### src/rtl/tuple_extractor.sv
// Tuple extractor: parses an IPv4 header stream, captures the TCP/UDP 5-tuple fields and
// emits them to the NAT stage as four 32-bit words. Packets that cannot yield a tuple
// (bad version/IHL, fragments, other protocols, truncation) are discarded and counted.
module tuple_extractor #(
  parameter int unsigned DROP_CNT_W = 16
) (
  input  logic                  clk,
  input  logic                  rst,
  input  logic                  pkt_valid_i,
  input  logic [31:0]           pkt_data_i,
  input  logic                  pkt_last_i,
  output logic                  pkt_ready_o,
  output logic                  tuple_valid_o,
  output logic [31:0]           tuple_data_o,
  input  logic                  tuple_ready_i,
  output logic [DROP_CNT_W-1:0] drop_count_o
);

  typedef enum logic [2:0] {
    S_HDR0,   // waiting for header word 0
    S_HDR,    // header words 1..IHL-1
    S_PORT,   // port word at index IHL
    S_EMIT,   // sending the 4-word tuple
    S_DRAIN   // discarding the rest of the packet
  } state_e;

  state_e r_state;
  state_e w_state_next;

  // Header parsing state
  logic [3:0]  r_idx;        // index of the word currently expected in S_HDR
  logic [3:0]  r_ihl;
  logic [7:0]  r_proto;
  logic [31:0] r_src_ip;
  logic [31:0] r_dst_ip;
  logic [31:0] r_ports;      // already in output order {dst_port, src_port}
  logic        r_port_last;  // port word closed the packet

  // Tuple output state
  logic [1:0]  r_emit_idx;
  logic        r_tuple_valid;
  logic [31:0] r_tuple_data;

  logic [DROP_CNT_W-1:0] r_drop_cnt;

  // Decoded handshakes and checks
  logic w_pkt_ready;
  logic w_pkt_acc;
  logic w_tup_acc;
  logic w_hdr0_bad;
  logic w_frag_bad;
  logic w_proto_bad;
  logic w_hdr_bad;
  logic w_hdr_end;
  logic w_drop;
  logic w_emit_start;
  logic w_emit_done;

  assign w_pkt_ready = (r_state != S_EMIT);
  assign w_pkt_acc   = pkt_valid_i && w_pkt_ready;
  assign w_tup_acc   = r_tuple_valid && tuple_ready_i;

  // Word 0: version must be 4 and the header at least 5 words long.
  assign w_hdr0_bad  = (pkt_data_i[31:28] != 4'd4) || (pkt_data_i[27:24] < 4'd5);
  // Word 1: any non-zero fragment offset means no L4 header in this packet.
  assign w_frag_bad  = (r_idx == 4'd1) && (pkt_data_i[12:0] != 13'd0);
  // Word 2: only TCP (6) and UDP (17) carry the port word we need.
  assign w_proto_bad = (r_idx == 4'd2) &&
                       !((pkt_data_i[23:16] == 8'd6) || (pkt_data_i[23:16] == 8'd17));
  assign w_hdr_bad   = w_frag_bad || w_proto_bad;
  // IHL is at least 5 here, so IHL-1 never underflows.
  assign w_hdr_end   = (r_idx == (r_ihl - 4'd1));
  assign w_emit_done = w_tup_acc && (r_emit_idx == 2'd3);

  // Next-state decode plus drop/emit event strobes.
  always_comb begin
    w_state_next = r_state;
    w_drop       = 1'b0;
    w_emit_start = 1'b0;
    unique case (r_state)
      S_HDR0: begin
        if (w_pkt_acc) begin
          if (w_hdr0_bad || pkt_last_i) begin
            // A bad header or a one-word packet both count as a single drop.
            w_drop       = 1'b1;
            w_state_next = pkt_last_i ? S_HDR0 : S_DRAIN;
          end else begin
            w_state_next = S_HDR;
          end
        end
      end
      S_HDR: begin
        if (w_pkt_acc) begin
          if (w_hdr_bad || pkt_last_i) begin
            // Truncation before the port word is a drop even if the checks passed.
            w_drop       = 1'b1;
            w_state_next = pkt_last_i ? S_HDR0 : S_DRAIN;
          end else if (w_hdr_end) begin
            w_state_next = S_PORT;
          end
        end
      end
      S_PORT: begin
        if (w_pkt_acc) begin
          w_emit_start = 1'b1;
          w_state_next = S_EMIT;
        end
      end
      S_EMIT: begin
        if (w_emit_done) begin
          w_state_next = r_port_last ? S_HDR0 : S_DRAIN;
        end
      end
      S_DRAIN: begin
        if (w_pkt_acc && pkt_last_i) begin
          w_state_next = S_HDR0;
        end
      end
      default: begin
        w_state_next = S_HDR0;
      end
    endcase
  end

  // FSM state register.
  always_ff @(posedge clk or posedge rst) begin
    if (rst) begin
      r_state <= S_HDR0;
    end else begin
      r_state <= w_state_next;
    end
  end

  // Header field capture; options and payload words are accepted without being stored.
  always_ff @(posedge clk or posedge rst) begin
    if (rst) begin
      r_idx       <= 4'd0;
      r_ihl       <= 4'd0;
      r_proto     <= 8'd0;
      r_src_ip    <= 32'd0;
      r_dst_ip    <= 32'd0;
      r_ports     <= 32'd0;
      r_port_last <= 1'b0;
    end else if (w_pkt_acc) begin
      if (r_state == S_HDR0) begin
        r_ihl <= pkt_data_i[27:24];
        r_idx <= 4'd1;
      end
      if (r_state == S_HDR) begin
        // Leaves S_HDR at index IHL-1 <= 14, so the 4-bit index never wraps.
        r_idx <= r_idx + 4'd1;
        if (r_idx == 4'd2) r_proto  <= pkt_data_i[23:16];
        if (r_idx == 4'd3) r_src_ip <= pkt_data_i;
        if (r_idx == 4'd4) r_dst_ip <= pkt_data_i;
      end
      if (r_state == S_PORT) begin
        r_ports     <= {pkt_data_i[15:0], pkt_data_i[31:16]};
        r_port_last <= pkt_last_i;
      end
    end
  end

  // Tuple sequencer: loads src_ip on the port beat, then steps on each accepted word.
  always_ff @(posedge clk or posedge rst) begin
    if (rst) begin
      r_tuple_valid <= 1'b0;
      r_tuple_data  <= 32'd0;
      r_emit_idx    <= 2'd0;
    end else if (w_emit_start) begin
      r_tuple_valid <= 1'b1;
      r_tuple_data  <= r_src_ip;
      r_emit_idx    <= 2'd0;
    end else if (w_tup_acc) begin
      r_emit_idx <= r_emit_idx + 2'd1;
      unique case (r_emit_idx)
        2'd0: r_tuple_data <= r_dst_ip;
        2'd1: r_tuple_data <= r_ports;
        2'd2: r_tuple_data <= {24'd0, r_proto};
        2'd3: begin
          r_tuple_valid <= 1'b0;
          r_tuple_data  <= 32'd0;
        end
        default: r_tuple_data <= 32'd0;
      endcase
    end
  end

  // Saturating drop counter, one increment per discarded packet.
  always_ff @(posedge clk or posedge rst) begin
    if (rst) begin
      r_drop_cnt <= '0;
    end else if (w_drop && (r_drop_cnt != {DROP_CNT_W{1'b1}})) begin
      r_drop_cnt <= r_drop_cnt + DROP_CNT_W'(1);
    end
  end

  assign pkt_ready_o   = w_pkt_ready && !rst;
  assign tuple_valid_o = r_tuple_valid;
  assign tuple_data_o  = r_tuple_data;
  assign drop_count_o  = r_drop_cnt;

endmodule

### config.mk
export PLATFORM = sky130hd
export DESIGN_NAME = tuple_extractor
export DESIGN_NICKNAME = d
export VERILOG_FILES = /design/src/rtl/tuple_extractor.sv
export SDC_FILE = /design/constraint.sdc
export NUM_CORES = 1
export LEC_CHECK = 0
export ABC_AREA = 1
export BUFFER_PORTS_ARGS = -buffer_cell sky130_fd_sc_hd__buf_2
export CAP_MARGIN = 10
export CORE_ASPECT_RATIO = 0.6
export CORE_MARGIN = 3
export CORE_UTILIZATION = 40
export DETAILED_ROUTE_END_ITERATION = 10
export MAX_ROUTING_LAYER = met4
export PLACE_DENSITY = 0.57
export SLEW_MARGIN = 40
export SYNTH_ARGS = -nofsm -noshare
export SYNTH_HDL_FRONTEND = slang
export SYNTH_SLANG_ARGS = --single-unit
### constraint.sdc
create_clock -name clk -period 9.2 [get_ports clk]
set_input_delay 0.46 -clock clk [delete_from_list [all_inputs] [get_ports clk]]
set_output_delay 0.46 -clock clk [all_outputs]
set_load 0.03 [all_outputs]
==> results.toml <==
[outcome]
status = "finished, final reports clean"

[critical_path]
crit_top_cell = "inv_1"
crit_start = "r_emit_idx[0]"
r2r-start = "r_emit_idx[0]"
cp-end-kind = "flop"
ff2ff_path_depth = 7
slowest_stage = "clkinv_1"
rr_endpoint = "tuple_data_o[16]"
critPathKind = "flop to flop"
cp_cell_sequence = "inv_1, ha_1, inv_1, nand2_1, clkinv_1, nand3_1, a41oi_1"
crit_fanout = 18
required_ns = 9.47
rrSetupSlack_ns = 6.27
cpPeakStageDelay_ns = 0.72
arrival_ns = 3.20
cp-start-kind = "flop"
worstSetupEndpoint = "tuple_data_o[16]"

[placement]
place_congestion = 0.863
dp_hpwl_um = 13900
placed_cell_area_um2 = 8420
io_buffers = 86
preCtsSetupSlack_ns = 6.33
dp_cells = 1224

[clock_network]
clockBufferDepth = 2
cts_resized = 0
htreeDepth = 4
root_buffer = "clkbuf_16"
clk_latency_ns = 0.43
cts-buffers-inserted = 17
post_cts_buffers = 0
clk_pin_slew_ns = 0.07
cts_tree = "yes"
ctsHoldBuffers = 0
cts.sink_count = 167

[synth]
yosysMostFrequentCell = "nand2_1"
synth_area_per_cell_um2 = 8.59
synth_cell_types = 37
ys_warn_count = 0
synthTopCellsByCount = "285 x nand2_1, 167 x dfrtp_1, 68 x nor2_1"
synthesis.nets = 955
synth_edf_count = 0
synth_area_um2 = 7800
ys_seq_area_share_pct = 53.6
ys_async_sr_fraction_pct = 100
yosysTopAreaCellShare_pct = 53.6
dominantRegCellSynth = "dfrtp_1"
syn_inst = 908
synthTopCellsByArea = "dfrtp_1 54%, nand2_1 14%, nand3_1 3.8%, o21ai_0 3.7%, nor2_1 3.3%"
ys_ff_latch = 167
synth_top_area_cell = "dfrtp_1"

[die]
die_w_um = 186
die_area_um2 = 21300
initial_core_util_pct = 42.0
rows = 38
die_h_um = 114
core_um2 = 18600
pin_count = 87

[drt]
routed_via_density = 4.96
drt_wl_total_um = 20300
drc = 0
vias = 6236
antenna_left = 0
drtPass1Iterations = 5
wl_per_cell_um = 16.2
drt_iter0_markers = 486

[sta]
fin_crit_sh_pct = 31.8
final_hold_viol_count = 0
finClkSkew_ns = 0.00968
rsz0062_at_grt = "false"
relSlewSlack_pct = 50.5
worst_pin_slew_ns = 0.742
setup_slack_ns = 6.27
setup_viol = 0
max_freq_ghz = 0.342
hold-worst-slack_ns = 0.160
period_minus_slack_ns = 2.93
tns_ns = 0
report.final.slew_viol_count = 0

[pwr]
p_int_mw = 1.63
clkPwrFrac_pct = 25.9
pwr-share-seq_pct = 40.9
peakVddDrop_uv = 161
leakagePower_nw = 4.33
switching_share_pct = 39.6
combinationalPowerShare_pct = 33.2
power.total_mw = 2.69
powerDensity_nw_per_um2 = 300
power_switching_mw = 1.07

[min_path]
min_path_type = "input pin to async pin"

[layout]
n_fill_cell = 1817
fin_nets = 1030
stdcell_area_um2 = 8980
areaGrowthSynthToFinish_pct = 15.1
post-route-util_pct = 48.3
final_layout_size_suffix_gt1_share_pct = 16.3
final_cells = 1256
antenna-diode-count = 0

[grt]
grt_max_degree = 102
grt_pass1_vias = 5798
grt_pass1_wl_um = 33100
antenna_found_initial = 0
grt_use_total_pct = 20.3
overflow = 0

[flow_run]
cap_violations = 0
==> worst max-delay path, delay by kind of cell (launching register included) <==
family / cells / cell delay, ns
buf+inv: 3 / 1.00
compound gates: 1 / 0.15
flops: 1 / 0.40
fa+ha+maj: 1 / 0.44
simple gates: 2 / 0.78
==> cell usage in the layout (no fill, tap or decap), types with 4 or more instances in the layout <==
| cell type | instances |
|---|---|
| o21ai_2 | 18 |
| nand4_1 | 6 |
| buf_2 | 86 |
| a41oi_1 | 10 |
| clkbuf_16 | 17 |
| a31oi_1 | 14 |
| a21oi_1 | 19 |
| dfrtp_1 | 167 |
| xor2_1 | 7 |
| o21ai_0 | 58 |
| o21ai_1 | 47 |
| clkinvlp_4 | 5 |
| nor2_1 | 68 |
| nand2_1 | 285 |
| nor2_2 | 4 |
| ha_1 | 10 |
| nor3_1 | 4 |
| nand3_1 | 59 |
| xnor2_1 | 6 |
| inv_1 | 65 |
==> kinds of logic after synthesis <==
kind of cell               share of synthesized area, %
xor gates and xnor gates                           1.46
DFF                                                53.6
buffers and inverters                              6.94
and+or+nand+nor                                    23.9
adders and majority gates                          1.60
AOI/OAI and AO/OA                                  12.5
==> cell type report <==
| cell class | count | area (µm²) | share of cell area (%) |
|---|---|---|---|
| flip-flops and latches | 167 | 4180 | 46.5 |
| multi-input cells | 633 | 3080 | 34.3 |
| repair buffers | 93 | 552 | 6.14 |
| clock buffers | 22 | 474 | 5.28 |
| well taps | 260 | 325 | 3.62 |
| inverters | 71 | 277 | 3.08 |
| clock inverters | 10 | 95.1 | 1.06 |
==> registers in the layout, indices dropped and copies added (netlist names) <==
register / flops
r_idx: 4
r_proto: 8
r_ihl: 4
r_emit_idx: 2
tuple_data_o: 32
r_state: 3
drop_count_o: 16
tuple_valid_o: 1
r_port_last: 1
r_dst_ip: 32
r_ports: 32
r_src_ip: 32
==> layer usage <==
| metal | share of wire (%) | GRT usage [%] | up-vias |
|---|---|---|---|
| met4 | 0.42 | 3.72 | 0 |
| met1 | 55 | 32.4 | 2961 |
| met3 | 4.7 | 4.07 | 10 |
| met2 | 40 | 26.4 | 149 |
| li1 | - | - | 3116 |
| met5 | 0 | - | - |
==> worst min path at each step <==
stage	to	slack [ns]	depth (start not counted)
global placement	r_src_ip[4]	0.46	2
detailed placement	r_src_ip[4]	0.46	2
CTS	drop_count_o[0]	0.19	2
finish	drop_count_o[0]	0.16	2
floorplan	r_ports[10]	0.45	2
global route	drop_count_o[1]	0.22	2
==> power by group through the flow <==
stage	clock network, mW	logic [mW]	registers, mW
final	0.699	0.894	1.10
after global routing	0.743	1.01	1.13
after floorplan	0	0.511	1.23
after global placement	0	0.879	1.11
after detailed placement	0	0.898	1.11
after CTS	0.714	0.899	1.10
(Power assumes the default switching activity.)
